<file path="config.mk">
export PLATFORM = sky130hd
export DESIGN_NAME = tdm_slot_config_loader
export DESIGN_NICKNAME = d
export VERILOG_FILES = /design/src/rtl/tdm_slot_config_loader.sv
export SDC_FILE = /design/constraint.sdc
export NUM_CORES = 1
export LEC_CHECK = 0
export BUFFER_PORTS_ARGS = -buffer_cell sky130_fd_sc_hd__buf_4
export CORE_UTILIZATION = 41
export CTS_BUF_LIST = sky130_fd_sc_hd__clkbuf_4
export DETAILED_ROUTE_END_ITERATION = 8
export GPL_ROUTABILITY_DRIVEN = 0
export GPL_TIMING_DRIVEN = 0
export PLACE_DENSITY = 0.79
export SLEW_MARGIN = 20
export SYNTH_ARGS = -nofsm -noshare
export SYNTH_HDL_FRONTEND = slang
export SYNTH_SLANG_ARGS = --single-unit
</file>
<file path="constraint.sdc">
create_clock -name clk -period 1.9 [get_ports clk]
set_clock_uncertainty 0.05 [all_clocks]
set_input_delay 0.095 -clock clk [delete_from_list [all_inputs] [get_ports clk]]
set_output_delay 0.095 -clock clk [all_outputs]
set_load 0.02 [all_outputs]
</file>
<file path="src/rtl/tdm_slot_config_loader.sv">
// tdm_slot_config_loader
//   Takes TDM configuration messages from the best-effort NoC and turns them
//   into slot-table writes (lut_conf_*) and link-enable writes (link_en_valid)
//   for the NI TDM channel block. One response flit goes back to the source
//   tile after each configuration message. It carries the write count and an
//   error flag.
//
//   Optional feature: define TDM_CONF_LOCK_EN to add the conf_lock input.
//   While conf_lock is high, every entry is rejected.
//
// Ports
//   clk, rst          NoC clock, synchronous active-high reset
//   conf_lock         (TDM_CONF_LOCK_EN only) reject all entries while high
//   in_flit/valid/last/ready     BE ingress stream
//   out_flit/valid/last/ready    response stream (out_last == out_valid)
//   lut_conf_data/sel/slot       registered write address/data
//   lut_conf_valid    one-cycle slot-table write strobe
//   link_en_valid     one-cycle link-enable strobe (enable in lut_conf_data[0])
//   busy              high whenever the FSM is not idle
module tdm_slot_config_loader #(
  parameter int unsigned FLIT_WIDTH = 32,
  parameter int unsigned CHANNELS   = 4,
  parameter int unsigned CT_LINKS   = 2,
  parameter int unsigned LUT_SIZE   = 8,
  parameter logic [2:0]  CONF_CLASS = 3'd3,
  localparam int unsigned LUT_PORTS = (CHANNELS > 2*CT_LINKS) ? CHANNELS : 2*CT_LINKS,
  localparam int unsigned DATA_W    = $clog2(CHANNELS+1),
  localparam int unsigned SEL_W     = (LUT_PORTS > 1) ? $clog2(LUT_PORTS) : 1,
  localparam int unsigned SLOT_W    = (LUT_SIZE > 1) ? $clog2(LUT_SIZE) : 1
) (
  input  logic                  clk,
  input  logic                  rst,
`ifdef TDM_CONF_LOCK_EN
  input  logic                  conf_lock,
`endif
  input  logic [FLIT_WIDTH-1:0] in_flit,
  input  logic                  in_valid,
  input  logic                  in_last,
  output logic                  in_ready,
  output logic [FLIT_WIDTH-1:0] out_flit,
  output logic                  out_valid,
  output logic                  out_last,
  input  logic                  out_ready,
  output logic [DATA_W-1:0]     lut_conf_data,
  output logic [SEL_W-1:0]      lut_conf_sel,
  output logic [SLOT_W-1:0]     lut_conf_slot,
  output logic                  lut_conf_valid,
  output logic                  link_en_valid,
  output logic                  busy
);

  typedef enum logic [1:0] {IDLE, ENTRY, DRAIN, RESP} state_t;

  state_t      state, state_nx;
  logic [4:0]  src_id;
  logic [7:0]  count;
  logic        err;

  logic        hs_in, hs_out;
  logic [2:0]  hdr_class;
  logic [4:0]  hdr_src;
  logic        ent_type;
  logic [31:0] ent_slot, ent_sel, ent_data;
  logic        lut_ok, link_ok, lock, entry_ok;
  logic        unused_bits;

  assign hdr_class = in_flit[26:24];
  assign hdr_src   = in_flit[20:16];
  assign ent_type  = in_flit[31];
  assign ent_slot  = 32'(in_flit[23:16]);
  assign ent_sel   = 32'(in_flit[11:8]);
  assign ent_data  = 32'(in_flit[4:0]);
  assign unused_bits = ^{in_flit[30:27], in_flit[15:12], in_flit[7:5]};

`ifdef TDM_CONF_LOCK_EN
  assign lock = conf_lock;
`else
  assign lock = 1'b0;
`endif

  // Checked against the full flit fields so out-of-range values can never
  // alias onto a legal address after truncation.
  assign lut_ok   = !ent_type && (ent_slot < LUT_SIZE) && (ent_sel < LUT_PORTS)
                    && (ent_data <= CHANNELS);
  assign link_ok  = ent_type && (ent_sel < CHANNELS) && (ent_slot < CT_LINKS)
                    && (ent_data <= 32'd1);
  assign entry_ok = (lut_ok || link_ok) && !lock;

  assign hs_in  = in_valid && in_ready;
  assign hs_out = out_valid && out_ready;

  always_ff @(posedge clk) begin
    if (rst) state <= IDLE;
    else     state <= state_nx;
  end

  always_comb begin
    state_nx  = state;
    in_ready  = 1'b1;
    out_valid = 1'b0;
    busy      = 1'b1;
    unique case (state)
      IDLE: begin
        busy = 1'b0;
        if (in_valid) begin
          if (hdr_class != CONF_CLASS) state_nx = in_last ? IDLE : DRAIN;
          else                         state_nx = in_last ? RESP : ENTRY;
        end
      end
      ENTRY: if (in_valid && in_last) state_nx = RESP;
      DRAIN: if (in_valid && in_last) state_nx = IDLE;
      RESP: begin
        in_ready  = 1'b0;
        out_valid = 1'b1;
        if (out_ready) state_nx = IDLE;
      end
      default: state_nx = IDLE;
    endcase
  end

  assign out_last = out_valid;
  assign out_flit = out_valid ? {src_id, CONF_CLASS, 8'b0, count, 7'b0, err} : '0;

  always_ff @(posedge clk) begin
    if (rst) begin
      src_id         <= '0;
      count          <= '0;
      err            <= 1'b0;
      lut_conf_data  <= '0;
      lut_conf_sel   <= '0;
      lut_conf_slot  <= '0;
      lut_conf_valid <= 1'b0;
      link_en_valid  <= 1'b0;
    end else begin
      lut_conf_valid <= 1'b0;
      link_en_valid  <= 1'b0;
      if (state == IDLE && hs_in) begin
        src_id <= hdr_src;
        count  <= '0;
        err    <= 1'b0;
      end
      if (state == ENTRY && hs_in) begin
        if (entry_ok) begin
          lut_conf_sel   <= SEL_W'(ent_sel);
          lut_conf_slot  <= SLOT_W'(ent_slot);
          lut_conf_data  <= DATA_W'(ent_data);
          lut_conf_valid <= !ent_type;
          link_en_valid  <= ent_type;
          if (count != 8'hFF) count <= count + 8'd1;
        end else begin
          err <= 1'b1;
        end
      end
      if (state == RESP && hs_out) begin
        count <= '0;
        err   <= 1'b0;
      end
    end
  end

endmodule

</file>
# Yosys cells after proc, flatten, opt, wreduce, memory -nomap -nowiden

Cells that the tools add are included.
W data, S select, Z words.

Register bits after elaboration: 26
Bits in latches: 0
Memory bits (writable): 0
ROM bits: 0
Input port bits: 37
Output and inout bits: 46
Memories kept: 0

$add $sub $neg: 1
$mul: 0
Div/mod/pow operators: 0
Magnitude comparators: 5
Equality and inequality tests: 9
Shift-type cells: 0
Mux-type cells: 19
Bitwise operators: 2
Reduce and logical (&&, ||, !) cells: 19

Operator list:

| cell                  | count |
|---|---|
| $mux W32              | 1 |
| $mux W8               | 4 |
| $mux W2               | 7 |
| $logic_and A1 B1 Y1   | 12 |
| $add A8 B1 Y8 const B | 1 |
| $lt A8 B2 Y1 const B  | 1 |
| $lt A8 B4 Y1 const B  | 1 |
| $ne A2 B2 Y1 const B  | 4 |
| $ne A8 B8 Y1 const B  | 1 |
| $pmux W2 S4           | 1 |
| $mux W1               | 6 |
| $le A5 B1 Y1 const B  | 1 |
| $le A5 B3 Y1 const B  | 1 |
| $eq A2 B2 Y1 const B  | 2 |
| $lt A4 B3 Y1 const B  | 1 |
| $reduce_and A4 Y1     | 1 |
| $ne A3 B2 Y1 const B  | 1 |
| $reduce_or A3 Y1      | 1 |
| $eq A2 B1 Y1 const B  | 1 |
| $logic_not A2 Y1      | 1 |
| $not A1 Y1            | 2 |
| $reduce_and A2 Y1     | 1 |
| $reduce_or A2 Y1      | 1 |
| $logic_not A1 Y1      | 1 |
| $logic_or A1 B1 Y1    | 1 |

# Longest topological paths before layout

Gate-level depths: netlist (run 1).

Depth in word-level cells: 8
Mapped depth: 7
Depth with buffers taken out: 6

# Worst setup path before layout (run 1)

OpenSTA, ideal clock, no wires.

Kind: register to register
Start point: register state[1]
End point: register count[4]
Library setup time: 133 ps
Arrival: 1628 ps
Data required time: 1717 ps
Setup slack: 90 ps
Cell stages (with the launch flop): 8
Path buffers: 1
Period minus slack after synthesis: 1810 ps
Cell sequence: dfxtp_1 > clkbuf_1 > nand2_1 > inv_1 > a21o_1 > nor2_1 > o311ai_0 > nand3_1

Word-level cells in the longest chain between the ends: 8
Elaborated cells between the ends (all ways): 15
Classes of those cells: 2 x eq/ne; 6 x mux; 7 x reduce/logical

Ends and longest elaborated chain:

| item                     | line | text |
|---|---|---|
| start: declaration       | 54   | `state_t state, state_nx;` |
| start signal: assignment | 94   | `else state <= state_nx;` |
| $eq A2 B2 Y1 (*)         | 102  | `unique case (state)` |
| $mux W1 (*)              | 102  |  |
| net in_ready             | 39   | `output logic in_ready,` |
| $logic_and A1 B1 Y1 (*)  | 89   | `assign hs_in = in_valid && in_ready;` |
| $logic_and A1 B1 Y1      | 137  | `if (state == IDLE && hs_in) begin` |
| $mux W8                  | 137  |  |
| $mux W8                  | 149  | `if (count != 8'hFF) count <= count + 8'd1;` |
| $mux W8                  | 143  | `if (entry_ok) begin` |
| $mux W8 (*)              | 142  | `if (state == ENTRY && hs_in) begin` |
| end signal: assignment   | 149  |  |
| end: declaration         | 56   | `logic [7:0] count;` |

The timed path passes the listed nets; every way through them passes the cells marked *.
A chain may end at the register's enable or synchronous reset.

# Worst setup path in the final report (run 1)

Start point: input port in_flit[0]
End point: register count[6]

Word-level cells in the longest chain between the ends: 5
Elaborated cells between the ends (all ways): 7
Classes of those cells: 2 x order compare; 2 x mux; 3 x reduce/logical

Ends and longest elaborated chain:

| item                                                | line   | text |
|---|---|---|
| start: declaration                                  | 36     | `input logic [FLIT_WIDTH-1:0] in_flit,` |
| $le A5 B3 Y1 / $le A5 B1 Y1 (equally long branches) | 84, 86 |  |
| $logic_and A1 B1 Y1 (on tied branches)              | 84, 86 |  |
| $logic_or A1 B1 Y1 (*)                              | 87     | `assign entry_ok = (lut_ok \|\| link_ok) && !lock;` |
| $mux W8 (*)                                         | 143    |  |
| $mux W8 (*)                                         | 142    |  |

Mark *: on every way between the ends. The rest lies on a longest branch, timed or not.

==> results by group, run 1 <==
Logic synthesis
  • #FFs+latches synth: 26
  • Sequential share of the synthesized area: 36.3%
  • Synth cell types: 37
  • Synth Area per Inst: slightly below 8 µm²
  • Synth Instances: 184
  • Syn Std Cell Area: 1430 µm²
  • Synth area leader: dfxtp_1
  • Synth top area cells: dfxtp_1, buf_4, nand2_1
  • Yosys warnings: 0
  • Share of Yosys cell area claimed by the top area cell type: 36.3%

CTS
  • Root buffer cell: clkbuf_4
  • Worst-Skew Late Latency: 330 ps
  • Clk slew on worst S/H paths: 140 ps
  • CTS Sinks: 26
  • Clk buf depth: 2
  • CTS tree: done
  • CTS buffer count: 3
  • H-tree depth: 1

Setup path
  • Worst Path Arrival: ~2000 ps
  • Crit path required time: 2080 ps
  • Crit-path cells: dlygate4sd3_1 -> buf_4 -> a2111oi_4 -> nand4_2 -> buf_2 -> o211ai_1 -> o31ai_1
  • Worst-path fanout max: 10
  • Crit path capture type: flop
  • Slowest stage delay, CP: 540 ps
  • Worst R2R Path Depth: 7
  • Critical path startpoint category: input pin
  • Worst path slowest cell: dlygate4sd3_1
  • Crit path kind: in -> reg

Power
  • Static leakage: 0.00102 µW
  • Power density cells: 480 nW/µm²
  • Max IR drop VDD: approximately 330 µV
  • Tot Pwr: between 1000 and 1500 µW
  • Logic pwr share: 20.7%
  • Power Internal: 729 µW
  • P_sw: 281 µW
  • Clock power share: 23.8%
  • Sequential share of power: 55.5%
  • Switch share: approximately 28%

Floorplan
  • I/O pin count: 83
  • Die width: 61.1 µm
  • Die area: 3740 µm²
  • Core Footprint: 3340 µm²
  • Die Height: 61.1 µm
  • Num rows: 21
  • Initial Utilization: 43.0%

Cells and area
  • Most common cell after layout, fill and taps aside: buf_4
  • Sequential Area: 520 µm²
  • Layout Cell Area excl Fill: 2100 µm²
  • Most frequent cells in the layout: buf_4, nand2_1, dfxtp_1
  • Antenna cells: 0
  • Synth-to-layout area growth: 46.8%
  • Multi-input gate area: a little under 800 µm²
  • Fill cells: 312
  • Net count, final: 307
  • Layout cells sized above 1: 32.8%
  • Fin cells: 314

Detailed routing
  • Post-DR wirelength/cell: 12.5 µm
  • Initial DRC count: 69
  • Post-DRT Antenna Nets: 0
  • DR pass1 iterations: 4
  • Vias per cell: 5.02
  • Via count: 1,575
  • Post-route DRC: 0
  • WL final: 3.92 mm

Timing
  • Max Slew Vio Count: 0
  • Slew HR: a little under three fifths
  • Final hold slack: -0.502 ps
  • # setup viols final: 0
  • Min Clock Period, post-route: 1770 ps
  • RSZ-0062 raised after global routing: false
  • FMAX: between 0.5 and 0.6 GHz
  • Crit share post-route: 93.3%
  • Final Hold Viols: 1
  • Final worst slack: 127 ps
  • Tightest Pin Transition: about 670 ps

Status
  • Failing checks: hold timing
  • Status: complete, but fails checks

Place
  • HPWL after DPL: roughly 2.8 mm
  • Pre-CTS setup slack: -153 ps
  • Post-DP Area: 1950 µm²
  • Placed cells: roughly 300
  • Port Buf Inserts: 54

Global route
  • First-pass GRT wire length: 6.03 mm
  • Gr usage total: 22.0%
  • Initial antenna violation count: 0
  • Number of global-route vias before repair: about 1.3k
  • Largest net degree at the start of global routing: 15
  • Remaining global-route overflow: 0

Min path
  • Hold Crit Depth: 3
  • Worst Hold Class: in -> reg

Flow run
  • Max-Cap Viols: 0
[cell families after synthesis]
| kind of cell | synth area share (%) |
|---|---|
| muxes | 2.18 |
| AOI/OAI and AO/OA | 16.1 |
| adders and majority gates | 0.872 |
| other | 0.262 |
| xor gates and xnor gates | 1.22 |
| buffers and inverters | 13.0 |
| and+or+nand+nor | 30.0 |
| DFF | 36.3 |
[repair_timing]
item,in CTS,in global routing
cloned,0,0
endpoints found under the hold margin,15,0
hold buffers,11,0
buffers inserted,0,0
endpoints found under the setup margin,14,16
gates resized for setup,2,5
[power by group through the flow]
stage                     Clock, µW  Combinational (µW)  Sequential (µW)
after floorplan                   0                 113              572
after global placement            0                 181              573
after detailed placement          0                 183              573
after CTS                       240                 202              561
after global routing            262                 227              563
final                           241                 209              561
[stage by stage]
step / util, % / TNS, ps
4_1_cts: 62.7 / 0
5_1_grt: 63.1 / 0
3_3_place_gp: 58.5 / -1840
3_5_place_dp: 58.5 / -1660
2_1_floorplan: - / 0
6_report: 63.1 / 0
[area by class of cell]
cell class / count / area share, %
Tap cell: 46 / 2.73
Inverter: 3 / 0.535
Sequential cell: 26 / 24.7
Buffer: 27 / 8.56
Multi-Input combinational cell: 143 / 37.7
Timing Repair Buffer: 65 / 24.5
Clock buffer: 3 / 1.07
Clock inverter: 1 / 0.178
[final timing paths]
| path | from | end | slack (ps) |
|---|---|---|---|
| worst max-delay path | in_flit[0] | count[6] | 130 |
| worst min-delay path | in_flit[19] | src_id[3] | -0.5 |
| worst max register to register | state[1] | count[4] | 190 |
| worst min register to register | lut_conf_data[0] | lut_conf_data[0] | 410 |
[state kept, by name, indices dropped and copies added (netlist names)]
name and count:
lut_conf_slot 3, lut_conf_valid 1, lut_conf_data 3, lut_conf_sel 2
err 1, state 2, link_en_valid 1, src_id 5
count 8
[cells in the mapped netlist]
library cell / instances
nand4b_1: 1
dfxtp_1: 26
nand2_1: 36
or2_2: 1
buf_2: 2
xnor2_1: 1
o211ai_1: 3
a21o_1: 1
buf_4: 19
a31oi_1: 1
nand3_1: 5
or3_1: 1
a21oi_1: 18
nand2b_1: 1
nand4_2: 1
and2_1: 1
nand4_1: 2
a2111oi_4: 1
and4_1: 1
inv_1: 3
clkbuf_1: 6
conb_1: 1
nor3_1: 5
mux2i_1: 2
o31ai_1: 3
mux2_2: 1
a211o_1: 1
xor2_1: 1
o21ai_0: 4
o41ai_1: 1
ha_1: 1
or4_4: 1
nor2_1: 9
and3_1: 19
o311ai_0: 2
nor2b_1: 1
nor3b_1: 1
[layer usage]
metal	global-route usage (%)	vias to the layer above	share of wire [%]
li1	-	778	-
met1	27.8	708	40
met2	38.7	78	50
met3	3.99	11	8.0
met4	5.19	0	2.1
met5	0	-	0
[critical path: cells and delay by family]
family          cells  cell delay (ps)
simple gates        1              200
compound gates      3              740
buf+inv             3              910
(Power assumes the default switching activity.)
==> inputs of run 2 (changes only) <==
Settings changed: RECOVER_POWER set to 50.
==> run 2 against run 1 <==
Effect of this change:
- the flow now finishes without violations
- first-iteration DRC count down 7.2%
- register-to-register slack about the same
- wire length up 1.2%
- worst hold slack better by 2.4 ps
- final area down 3.2%
- final cell count unchanged
- global-route usage unchanged
- flip-flop and latch count unchanged
- sequential power about the same
- utilization down 2.0 points
- setup slack about the same
- largest cell class unchanged
- maximum frequency about the same
==> results by group, run 2 (synthesized netlist as in run 1, its figures left out) <==
Status
  • Status: finished clean

Detailed routing
  • Post-route DRC: 0
  • Post-DRT Antenna Nets: 0
  • Via count: approximately 1.6k
  • Vias per cell: 5.01
  • DR pass1 iterations: 4
  • Post-DR wirelength/cell: between 10 and 15 µm
  • Initial DRC count: 64
  • WL final: between 3 and 4 mm

Place
  • Placed cells: 299
  • HPWL after DPL: between 2 and 3 mm
  • Post-DP Area: 1950 µm²
  • Port Buf Inserts: 54

Min path
  • Hold Crit Depth: 3
  • WHS Endpoint: src_id[3]
  • Worst hold start: in_flit[19]
  • Worst Hold Class: in -> reg

Floorplan
  • Initial Utilization: 43.0%
  • Die Height: 61.1 µm
  • Core Footprint: 3340 µm²
  • Die width: between 60 and 70 µm
  • Die area: ~3700 µm²
  • I/O pin count: 83
  • Num rows: 21

Setup path
  • Crit path kind: in -> reg
  • Critical path startpoint category: input pin
  • Worst Path Arrival: 1950 ps
  • R2r endpoint: count[4]
  • Worst-path fanout max: 10
  • R2r setup slk: approximately 180 ps
  • Crit path capture type: flop
  • Reg2reg start: state[1]
  • Crit path required time: 2080 ps
  • Worst R2R Path Depth: 7

Cells and area
  • Max reg flops: 8
  • Top Registers: count x8, src_id x5
  • Antenna cells: 0
  • Most frequent cells in the layout: buf_4, nand2_1, dfxtp_1
  • Synth-to-layout area growth: 42.1%
  • Util after Layout: 61.0%
  • Fin cells: 314
  • Layout cells sized above 1: 26.1%
  • Layout Cell Area excl Fill: 2040 µm²
  • Biggest register: count
  • Most common cell after layout, fill and taps aside: buf_4
  • Net count, final: 307

CTS
  • CTS buffer count: 3
  • Clk slew on worst S/H paths: 140 ps
  • CTS Sinks: 26
  • CTS tree: done
  • Worst-Skew Late Latency: 320 ps
  • Root buffer cell: clkbuf_4
  • Clk buf depth: 2
  • H-tree depth: 1

Global route
  • Met3 GRT Util: under 10%
  • GRT busiest layer: met2
  • Number of global-route vias before repair: 1,348
  • Remaining global-route overflow: 0
  • Initial antenna violation count: 0
  • GR Util met1: 27.8%
  • Met2 GRT Util: 38.7%
  • First-pass GRT wire length: 6.03 mm
  • Largest net degree at the start of global routing: 15
  • Gr usage total: a little over a fifth

Power
  • Switch share: 27.8%
  • Power Internal: around 730 µW
  • P_sw: ~280 µW
  • Static leakage: approximately 0.00095 µW
  • Logic pwr share: 20.6%
  • Max IR drop VDD: between 300 and 400 µV
  • Sequential share of power: between 50% and 60%
  • Power density cells: 495 nW/µm²
  • Clock power share: 23.7%

Timing
  • Final Hold Viols: 0
  • Crit share post-route: 93.3%
  • # setup viols final: 0
  • Tightest Pin Transition: 670 ps
  • FMAX: 0.564 GHz
  • RSZ-0062 raised after global routing: false
  • Final hold slack: approximately 1.9 ps
  • Slew HR: 55.2%
  • Min Clock Period, post-route: roughly 1800 ps
  • Max Slew Vio Count: 0
  • Fin Setup TNS: 0 ps

Flow run
  • Max-Cap Viols: 0
## run 2: power by group through the flow
stage | clock [µW] | combinational (µW) | sequential [µW]
after global routing | 262 | 225 | 563
after floorplan | 0 | 113 | 572
after CTS | 240 | 202 | 561
after detailed placement | 0 | 183 | 573
final | 239 | 208 | 561
after global placement | 0 | 181 | 573
## run 2: routing by layer
| metal | up-vias | share of wire [%] |
|---|---|---|
| li1 | 780 | - |
| met1 | 717 | 41 |
| met2 | 71 | 50 |
| met3 | 5 | 8.3 |
| met4 | 0 | 0.81 |
| met5 | - | 0 |
## run 2: timing repair
item / CTS / global route
hold endpoints to repair: 15 / 0
hold buffers: 11 / 0
setup buffers: 0 / 0
gates resized for setup: 2 / 5
endpoints found under the setup margin: 14 / 16
## run 2: final cells by class
class,instances,area [µm²]
plain buffers,27,180
clock buffers,3,22.5
clock inverters,1,3.75
fillers,326,1300
inverters,3,11.3
multi-input cells,143,793
flip-flops and latches,26,520
well taps,46,57.6
repair buffers,65,448
## run 2: metrics by stage
| stage | worst slack (ps) | power [µW] |
|---|---|---|
| after floorplan | 89.9 | 684 |
| after global placement | -157 | 754 |
| after detailed placement | -153 | 756 |
| after CTS | 26.2 | 1000 |
| after global routing | 14.0 | 1050 |
| final | 127 | 1010 |
## run 2: critical path: stages
cell,delay [ps]
dlygate4sd3_1,540
buf_4,150
a2111oi_4,470
nand4_2,200
buf_2,220
o211ai_1,180
o31ai_1,90
## run 2: worst max-delay path by stage
stage                 from  depth (start not counted)  slack, ps         endpoint
2_1_floorplan     state[1]                          7         90         count[4]
3_3_place_gp   in_flit[20]                          7       -160         count[6]
3_5_place_dp   in_flit[20]                          7       -150         count[6]
4_1_cts           state[1]                          7         30         count[4]
5_1_grt        in_flit[17]                          8         10  lut_conf_sel[0]
6_report        in_flit[0]                          7        130         count[6]
